`src/rtl/serial_sub_pkg.sv`:
```
// Shared types and helpers for the bit-serial subtractor.
package serial_sub_pkg;

  localparam int WIDTH_DEF = 8;

  typedef enum logic [1:0] {
    ST_IDLE = 2'd0,
    ST_RUN  = 2'd1,
    ST_DONE = 2'd2
  } state_e;

  // Bit counter width; never narrower than one bit so WIDTH=1 still has a counter.
  function automatic int cnt_w(input int w);
    int c;
    c = $clog2(w);
    return (c < 1) ? 1 : c;
  endfunction

endpackage

```
`src/rtl/full_subtractor.sv`:
```
// Single-bit full subtractor cell: diff = a - b - bin, bout = borrow out.
module full_subtractor (
  input  logic a,
  input  logic b,
  input  logic bin,
  output logic diff,
  output logic bout
);

  // Pure combinational cell.
  always_comb begin
    diff = a ^ b ^ bin;
    bout = (~a & b) | (~(a ^ b) & bin);
  end

endmodule

```
`src/rtl/serial_subtractor.sv`:
```
// Bit-serial two's-complement subtractor, LSB first, WIDTH cycles per op.
// Optional signed overflow flag enabled by defining SERIAL_SUB_OVF_EN.
module serial_subtractor
  import serial_sub_pkg::*;
#(
  parameter int WIDTH = WIDTH_DEF
) (
  input  logic             clk,
  input  logic             rst_n,
  input  logic             start,
  input  logic [WIDTH-1:0] a,
  input  logic [WIDTH-1:0] b,
  output logic             busy,
  output logic             done,
  output logic [WIDTH-1:0] diff,
  output logic             borrow_out
`ifdef SERIAL_SUB_OVF_EN
  ,
  output logic             overflow
`endif
);

  localparam int CW = cnt_w(WIDTH);

  state_e           state_q, state_d;
  logic [WIDTH-1:0] a_sh_q, a_sh_d;
  logic [WIDTH-1:0] b_sh_q, b_sh_d;
  logic [WIDTH-1:0] r_sh_q, r_sh_d;
  logic [CW-1:0]    cnt_q, cnt_d;
  logic             brw_q, brw_d;
  logic [WIDTH-1:0] diff_q, diff_d;
  logic             bout_q, bout_d;
  logic             fs_diff, fs_bout;
  logic             accept, last;
  logic [WIDTH-1:0] r_next;
`ifdef SERIAL_SUB_OVF_EN
  logic             a_msb_q, a_msb_d;
  logic             b_msb_q, b_msb_d;
  logic             ovf_q, ovf_d;
`endif

  full_subtractor u_fs (
    .a    (a_sh_q[0]),
    .b    (b_sh_q[0]),
    .bin  (brw_q),
    .diff (fs_diff),
    .bout (fs_bout)
  );

  // Accept in IDLE or DONE; RUN's final bit is the one where the counter hits WIDTH-1.
  always_comb begin
    accept = start && (state_q != ST_RUN);
    last   = (state_q == ST_RUN) && (cnt_q == CW'(WIDTH - 1));
    // Shift form avoids an empty slice when WIDTH is 1.
    r_next = (r_sh_q >> 1) | (WIDTH'(fs_diff) << (WIDTH - 1));
  end

  // FSM state register.
  always_ff @(posedge clk or negedge rst_n) begin
    if (!rst_n) state_q <= ST_IDLE;
    else        state_q <= state_d;
  end

  // FSM next-state logic.
  always_comb begin
    state_d = state_q;
    case (state_q)
      ST_IDLE: if (accept) state_d = ST_RUN;
      ST_RUN:  if (last)   state_d = ST_DONE;
      ST_DONE: state_d = accept ? ST_RUN : ST_IDLE;
      default: state_d = ST_IDLE;
    endcase
  end

  // FSM outputs, decoded straight from the state register.
  always_comb begin
    busy = (state_q == ST_RUN);
    done = (state_q == ST_DONE);
  end

  // Datapath next-state: load on accept, shift while running, publish on the last bit.
  always_comb begin
    a_sh_d = a_sh_q;
    b_sh_d = b_sh_q;
    r_sh_d = r_sh_q;
    cnt_d  = cnt_q;
    brw_d  = brw_q;
    diff_d = diff_q;
    bout_d = bout_q;
`ifdef SERIAL_SUB_OVF_EN
    a_msb_d = a_msb_q;
    b_msb_d = b_msb_q;
    ovf_d   = ovf_q;
`endif
    if (accept) begin
      a_sh_d = a;
      b_sh_d = b;
      brw_d  = 1'b0;
      cnt_d  = '0;
`ifdef SERIAL_SUB_OVF_EN
      a_msb_d = a[WIDTH-1];
      b_msb_d = b[WIDTH-1];
`endif
    end else if (state_q == ST_RUN) begin
      a_sh_d = a_sh_q >> 1;
      b_sh_d = b_sh_q >> 1;
      r_sh_d = r_next;
      brw_d  = fs_bout;
      cnt_d  = cnt_q + CW'(1);
      if (last) begin
        diff_d = r_next;
        bout_d = fs_bout;
        cnt_d  = '0;
`ifdef SERIAL_SUB_OVF_EN
        // The last bit processed is the result MSB.
        ovf_d = (a_msb_q != b_msb_q) && (fs_diff != a_msb_q);
`endif
      end
    end
  end

  // Datapath registers; reset aborts any operation in flight.
  always_ff @(posedge clk or negedge rst_n) begin
    if (!rst_n) begin
      a_sh_q <= '0;
      b_sh_q <= '0;
      r_sh_q <= '0;
      cnt_q  <= '0;
      brw_q  <= 1'b0;
      diff_q <= '0;
      bout_q <= 1'b0;
`ifdef SERIAL_SUB_OVF_EN
      a_msb_q <= 1'b0;
      b_msb_q <= 1'b0;
      ovf_q   <= 1'b0;
`endif
    end else begin
      a_sh_q <= a_sh_d;
      b_sh_q <= b_sh_d;
      r_sh_q <= r_sh_d;
      cnt_q  <= cnt_d;
      brw_q  <= brw_d;
      diff_q <= diff_d;
      bout_q <= bout_d;
`ifdef SERIAL_SUB_OVF_EN
      a_msb_q <= a_msb_d;
      b_msb_q <= b_msb_d;
      ovf_q   <= ovf_d;
`endif
    end
  end

  assign diff       = diff_q;
  assign borrow_out = bout_q;
`ifdef SERIAL_SUB_OVF_EN
  assign overflow   = ovf_q;
`endif

endmodule

```
`config.mk`:
```
export PLATFORM = sky130hd
export DESIGN_NAME = serial_subtractor
export DESIGN_NICKNAME = d
export VERILOG_FILES = /design/src/rtl/serial_sub_pkg.sv /design/src/rtl/full_subtractor.sv /design/src/rtl/serial_subtractor.sv
export SDC_FILE = /design/constraint.sdc
export NUM_CORES = 1
export LEC_CHECK = 0
export CAP_MARGIN = 10
export CORE_MARGIN = 8
export CORE_UTILIZATION = 55
export DETAILED_ROUTE_END_ITERATION = 16
export GPL_TIMING_DRIVEN = 0
export PLACE_DENSITY = 0.82
export SLEW_MARGIN = 15
export SYNTH_ARGS = -nofsm -noshare
export SYNTH_HDL_FRONTEND = slang
export SYNTH_SLANG_ARGS = --single-unit
```
`constraint.sdc`:
```
create_clock -name clk -period 2.9 [get_ports clk]
set_clock_uncertainty 0.1 [all_clocks]
set_input_delay 0.87 -clock clk [delete_from_list [all_inputs] [get_ports clk]]
set_output_delay 0.87 -clock clk [all_outputs]
set_load 0.02 [all_outputs]
```
== Yosys cells after proc, flatten, opt, wreduce, memory -nomap -nowiden ==
Cells that the tools add are included.
Storage, ports and cells
  register bits: 39
  output and inout bits: 11
  ROM bits: 0
  bits in latches: 0
  RAM bits: 0
  word-level logic and storage cells: 44
  memories kept: 0
  bits of input ports: 19
Cells by class
  reductions and logical operators: 7
  div/mod/pow operators: 0
  muxes and demuxes: 13
  multipliers: 0
  shift-type cells: 0
  bitwise operators: 9
  order comparisons: 0
  add/subtract/negate cells: 1
  equality and inequality tests: 6
Operator list (number)
  2-to-1 mux 8 bit: 4
  2-to-1 mux 3 bit: 3
  bitwise OR 7 x 8 -> 8 bit: 1
  one-hot mux 2 bit (3 select lines): 1
  2-to-1 mux 2 bit: 2
  != test 2 x 1 -> 1 bit (second input constant): 2
  AND reduction 2 bit: 2
  adder 3 x 1 -> 3 bit (second input constant): 1
  equality test 3 bit (second input constant): 1
  2-to-1 mux 1 bit: 3
  inverter 1 bit: 3
  AND reduction 3 bit: 1
  AND 1 bit: 2
  equality test 2 x 1 -> 1 bit (second input constant): 1
  equality test 2 bit (second input constant): 1
  logical AND 1 bit: 2
  logical NOT 2 bit: 1
  != test 2 bit (second input constant): 1
  nonzero test 2 bit: 1
  bitwise XOR 1 bit: 2
  bitwise OR 1 bit: 1

== Longest topological paths before layout ==
  depth after elaboration: 6
  gate-level depth with buffers: 5
  mapped depth without buffers: 4

== Cells and area by module ==
Synthesis repeated with hierarchy kept, for this count alone.
Second synthesis, totals
  cells, all modules: 113
  area total of the unflattened synthesis: 1747.9 sq um
Modules (own cells, without submodules)
  serial_subtractor: cells each 109, area each 1716.6 sq um, times used 1
  full_subtractor: cells each 4, area each 31.3 sq um, times used 1

== Worst setup path after synthesis ==
No wires, ideal clock.
  kind: input -> register
  from: in start
  to: reg a_sh_q[0]
  path slack: 1.018 ns
  stages on the path: 4
  data arrival time: 1.656 ns
  cells stage by stage: buf_6 -> buf_12 -> mux2_4 -> mux2_4
Between the ends
  longest elaborated chain between the ends: 2
  elaborated cells between the ends (all ways): 3
Ends and longest elaborated chain
  start: declaration: line serial_subtractor.sv:10  | input logic start,
  logical AND 1 bit (*): line serial_subtractor.sv:52  | accept = start && (state_q != ST_RUN);
  2-to-1 mux 8 bit or nonzero test 2 bit (tied branches)
  end signal: assignment: line serial_subtractor.sv:138  | a_sh_q <= a_sh_d;
  end: declaration: line serial_subtractor.sv:26  | logic [WIDTH-1:0] a_sh_q, a_sh_d;
Mark *: on every way between the ends. The rest lies on a longest branch, timed or not.
A chain may end at the register's enable or synchronous reset.

== Worst setup path after layout ==
  from: reg state_q[1]
  to: out busy
Between the ends
  longest elaborated chain between the ends: 1
Ends and longest elaborated chain
  start: declaration: line serial_subtractor.sv:25  | state_e state_q, state_d;
  start signal: assignment: line serial_subtractor.sv:61  | else state_q <= state_d;
  equality test 2 x 1 -> 1 bit: line serial_subtractor.sv:77  | busy = (state_q == ST_RUN);
  end: declaration: line serial_subtractor.sv:13  | output logic busy,
Every way passes these cells.

==> flow_summary_export.csv <==
group,metric,value,unit
status,status,"completed",
critical_path,cpPeakStageDelay,620,ps
clock_tree,clock-sinks,38,
power_and_ir_drop,p_leak,1.02,nW
clock_tree,cts_tree,"built",
synth,yosysWarningCount,0,
critical_path,cp.arrival,1800,ps
sta,period_share,95.5,%
route,wirelength,2940,um
sta,setup_violations,0,
hold_path,hold_class,"in -> async",
critical_path,path_class,"reg -> out",
synth,syn_avg_cell_area,15.8,um^2
route,antenna_left,0,
synth,syn_nets,135,
synth,yosys.area_share.simple,3.64,%
critical_path,worstSetupEndpointType,"output pin",
synth,synth_cells,113,
clock_tree,clockRootBuffer,"clkbuf_4",
global_routing,grt_pass1_vias,1105,
synth,synthMuxAreaShare,34.4,%
global_routing,grt_util_met3,3.98,%
sta,tightest_slew,251,ps
sta,slew_viol_final,0,
layout,nNetsFinal,171,
critical_path,slowest_stage,"clkdlybuf4s50_1",
synth,synth-compound-area-share,1.33,%
global_routing,grt_use_total,12.4,%
floorplanning,core_region_area,0.00308,mm^2
power_and_ir_drop,power.density,1020,mW/mm^2
global_routing,antenna_found_initial,0,
floorplanning,placementRows,20,
floorplanning,die_y,73.0,um
floorplanning,die_w,73.0,um
job,maxCapViolCount,0,
layout,seq_area,951,um^2
floorplanning,die-area,0.00533,mm^2
floorplanning,start_util,58.1,%
global_routing,overflow,0,
synth,synth_xor_area_share,0,%
route,drtPass1Iterations,3,
sta,timing.fmax,361,MHz
clock_tree,path_clk_slew,110,ps
power_and_ir_drop,ir_worst_vdd,0.000522,V
critical_path,start_kind,"flop",
sta,finalHoldViolCount,0,
global_routing,grt_max_degree,31,
critical_path,crit_fanout,8,
layout,n_fill_cell,234,
clock_tree,cts_setup_buffers,0,
sta,maxSlewHeadroom,83.1,%
layout,drive_above_1_share,41.3,%
critical_path,cp_num_buf_inv,3,
synth,synthAdderAreaFrac,2.52,%
synth,synth_top_area_share,53.2,%
clock_tree,htreeDepth,2,
global_routing,grt_pass1_wl,5070,um
layout,final_core_util,72.0,%
critical_path,crit_chain,"nand2b_1 -> buf_4 -> inv_2 -> clkdlybuf4s50_1",
route,wire_per_inst,15.2,um
clock_tree,postCtsHoldBufs,0,
clock_tree,postCtsResizedCells,0,
global_routing,top_usage_layer,"met2",
synth,syn_area,0.00179,mm^2
synth,yosysTopAreaCell,"dfrtp_1",
clock_tree,cts_buffer_depth,2,
route,drc,0,
clock_tree,clock_latency,320,ps
critical_path,rrSetupSlack,1160,ps
sta,fin_crit,2770,ps
sta,worst_hold_slack,280,ps
layout,n_antenna_cell,0,
synth,synth_top_family_by_area,"multiplexers",
global_routing,groute.layer.met2.usage,19.9,%
floorplanning,ioPinCount,30,
placed_design,port_buffers,28,
synth,ys_seq_elements,38,
placed_design,dp_hpwl,2240,um
critical_path,critPathTopFamily,"buffers and inverters",
synth,ys_seq_area_share,53.2,%
critical_path,cp.required,1930,ps
placed_design,gp_congestion,0.700,
layout,area_growth,24.0,%
route,vias_per_cell,4.93,
sta,fin_setup_tns,0,ps
sta,rsz0062_at_grt,"no",
global_routing,grt_use_met1,14.7,%
layout,multi_input_comb_area,748,um^2
synth,synth_cell_types,23,
synth,synth_area_leaders,"dfrtp_1 (53%), mux2_4 (18%), mux2_2 (14%)",
route,drtIter0Drc,24,
clock_tree,cts_made_buffers,5,
route,vias,956,
## sequential cells by signal (all words and copies together), names as in the netlist
name,flops
a_sh_q,8
b_sh_q,8
diff,8
r_sh_q,7
cnt_q,3
state_q,2
borrow_out,1
brw_q,1
## final cells by class
cell class,instances,area share [%]
inverters,6,1.02
plain buffers,6,2.99
repair buffers,29,13.3
multi-input cells,63,33.7
clock buffers,8,3.56
flip-flops and latches,38,42.9
well taps,44,2.48
## logic make-up (layout without fill, tap and decap cells)
logic type | count (synthesis) | count (layout)
muxes | 48 | 48
DFF | 38 | 38
buffers and inverters | 12 | 49
and+or+nand+nor | 9 | 9
adders and majority gates | 3 | 3
AOI/OAI and AO/OA | 3 | 3
## layer usage
metal	vias up	wire [um]
met2	24	1430
met1	463	1310
met5	-	0
met4	0	19
li1	467	-
met3	2	187
## cell usage in the layout, fill, tap and decap left out, drive strengths merged, types with 2 or more instances in the layout
master and instances:
mux2 44, dfrtp 38, clkdlybuf4s50 27, clkbuf 8
buf 8, inv 6, mux2i 4, nor2 2
a31o 2, ha 2, nand2b 2
## path summary, 6_finish.rpt
path / from / endpoint / depth (start not counted)
setup / recovery: state_q[1] / busy / 4
hold / removal: rst_n / a_sh_q[6] / 1
setup reg to reg: cnt_q[0] / diff[1] / 5
hold reg to reg: a_sh_q[2] / a_sh_q[1] / 1
max in group asynchronous: rst_n / state_q[0] / 2
min in group clk: a_sh_q[2] / a_sh_q[1] / 1
## power by group
group	internal, mW	switching, mW	total, mW
combinational	0.636	0.383	1.02
sequential	0.772	0.145	0.917
clock	0.166	0.162	0.328
total	1.57	0.691	2.26
## stage by stage
stage | std cells | worst slack (ps) | power (mW) | cell area [um^2]
final | 194 | 131 | 2.26 | 2220
after floorplan | 113 | 1020 | 1.65 | 1790
after detailed placement | 186 | 490 | 1.96 | 2140
after global placement | 185 | 51.6 | 1.91 | 2120
after global routing | 194 | 28.5 | 2.41 | 2220
after CTS | 194 | 95.5 | 2.30 | 2220
## worst register-to-register path: stages, from the launching register on
cell      delay, ps
dfrtp_1         420
ha_1            210
ha_1            220
nand3b_1         80
buf_2           250
mux2_2          370
## synth_stat cells
cell type and n:
ha_1 2, nand2b_2 1, inv_2 1, a31o_1 2, and2b_4 1, dfrtp_1 38
nor4bb_1 1, fa_1 1, mux2_4 21, buf_4 1, nand3b_1 1, buf_12 1
nor4b_1 1, inv_1 5, buf_2 1, mux2_1 1, nor2b_1 1, mux2i_1 4
nor2_1 2, buf_6 3, mux2_2 22, o22ai_1 1, nand2b_1 1
Power figures use the tool's default switching activity.
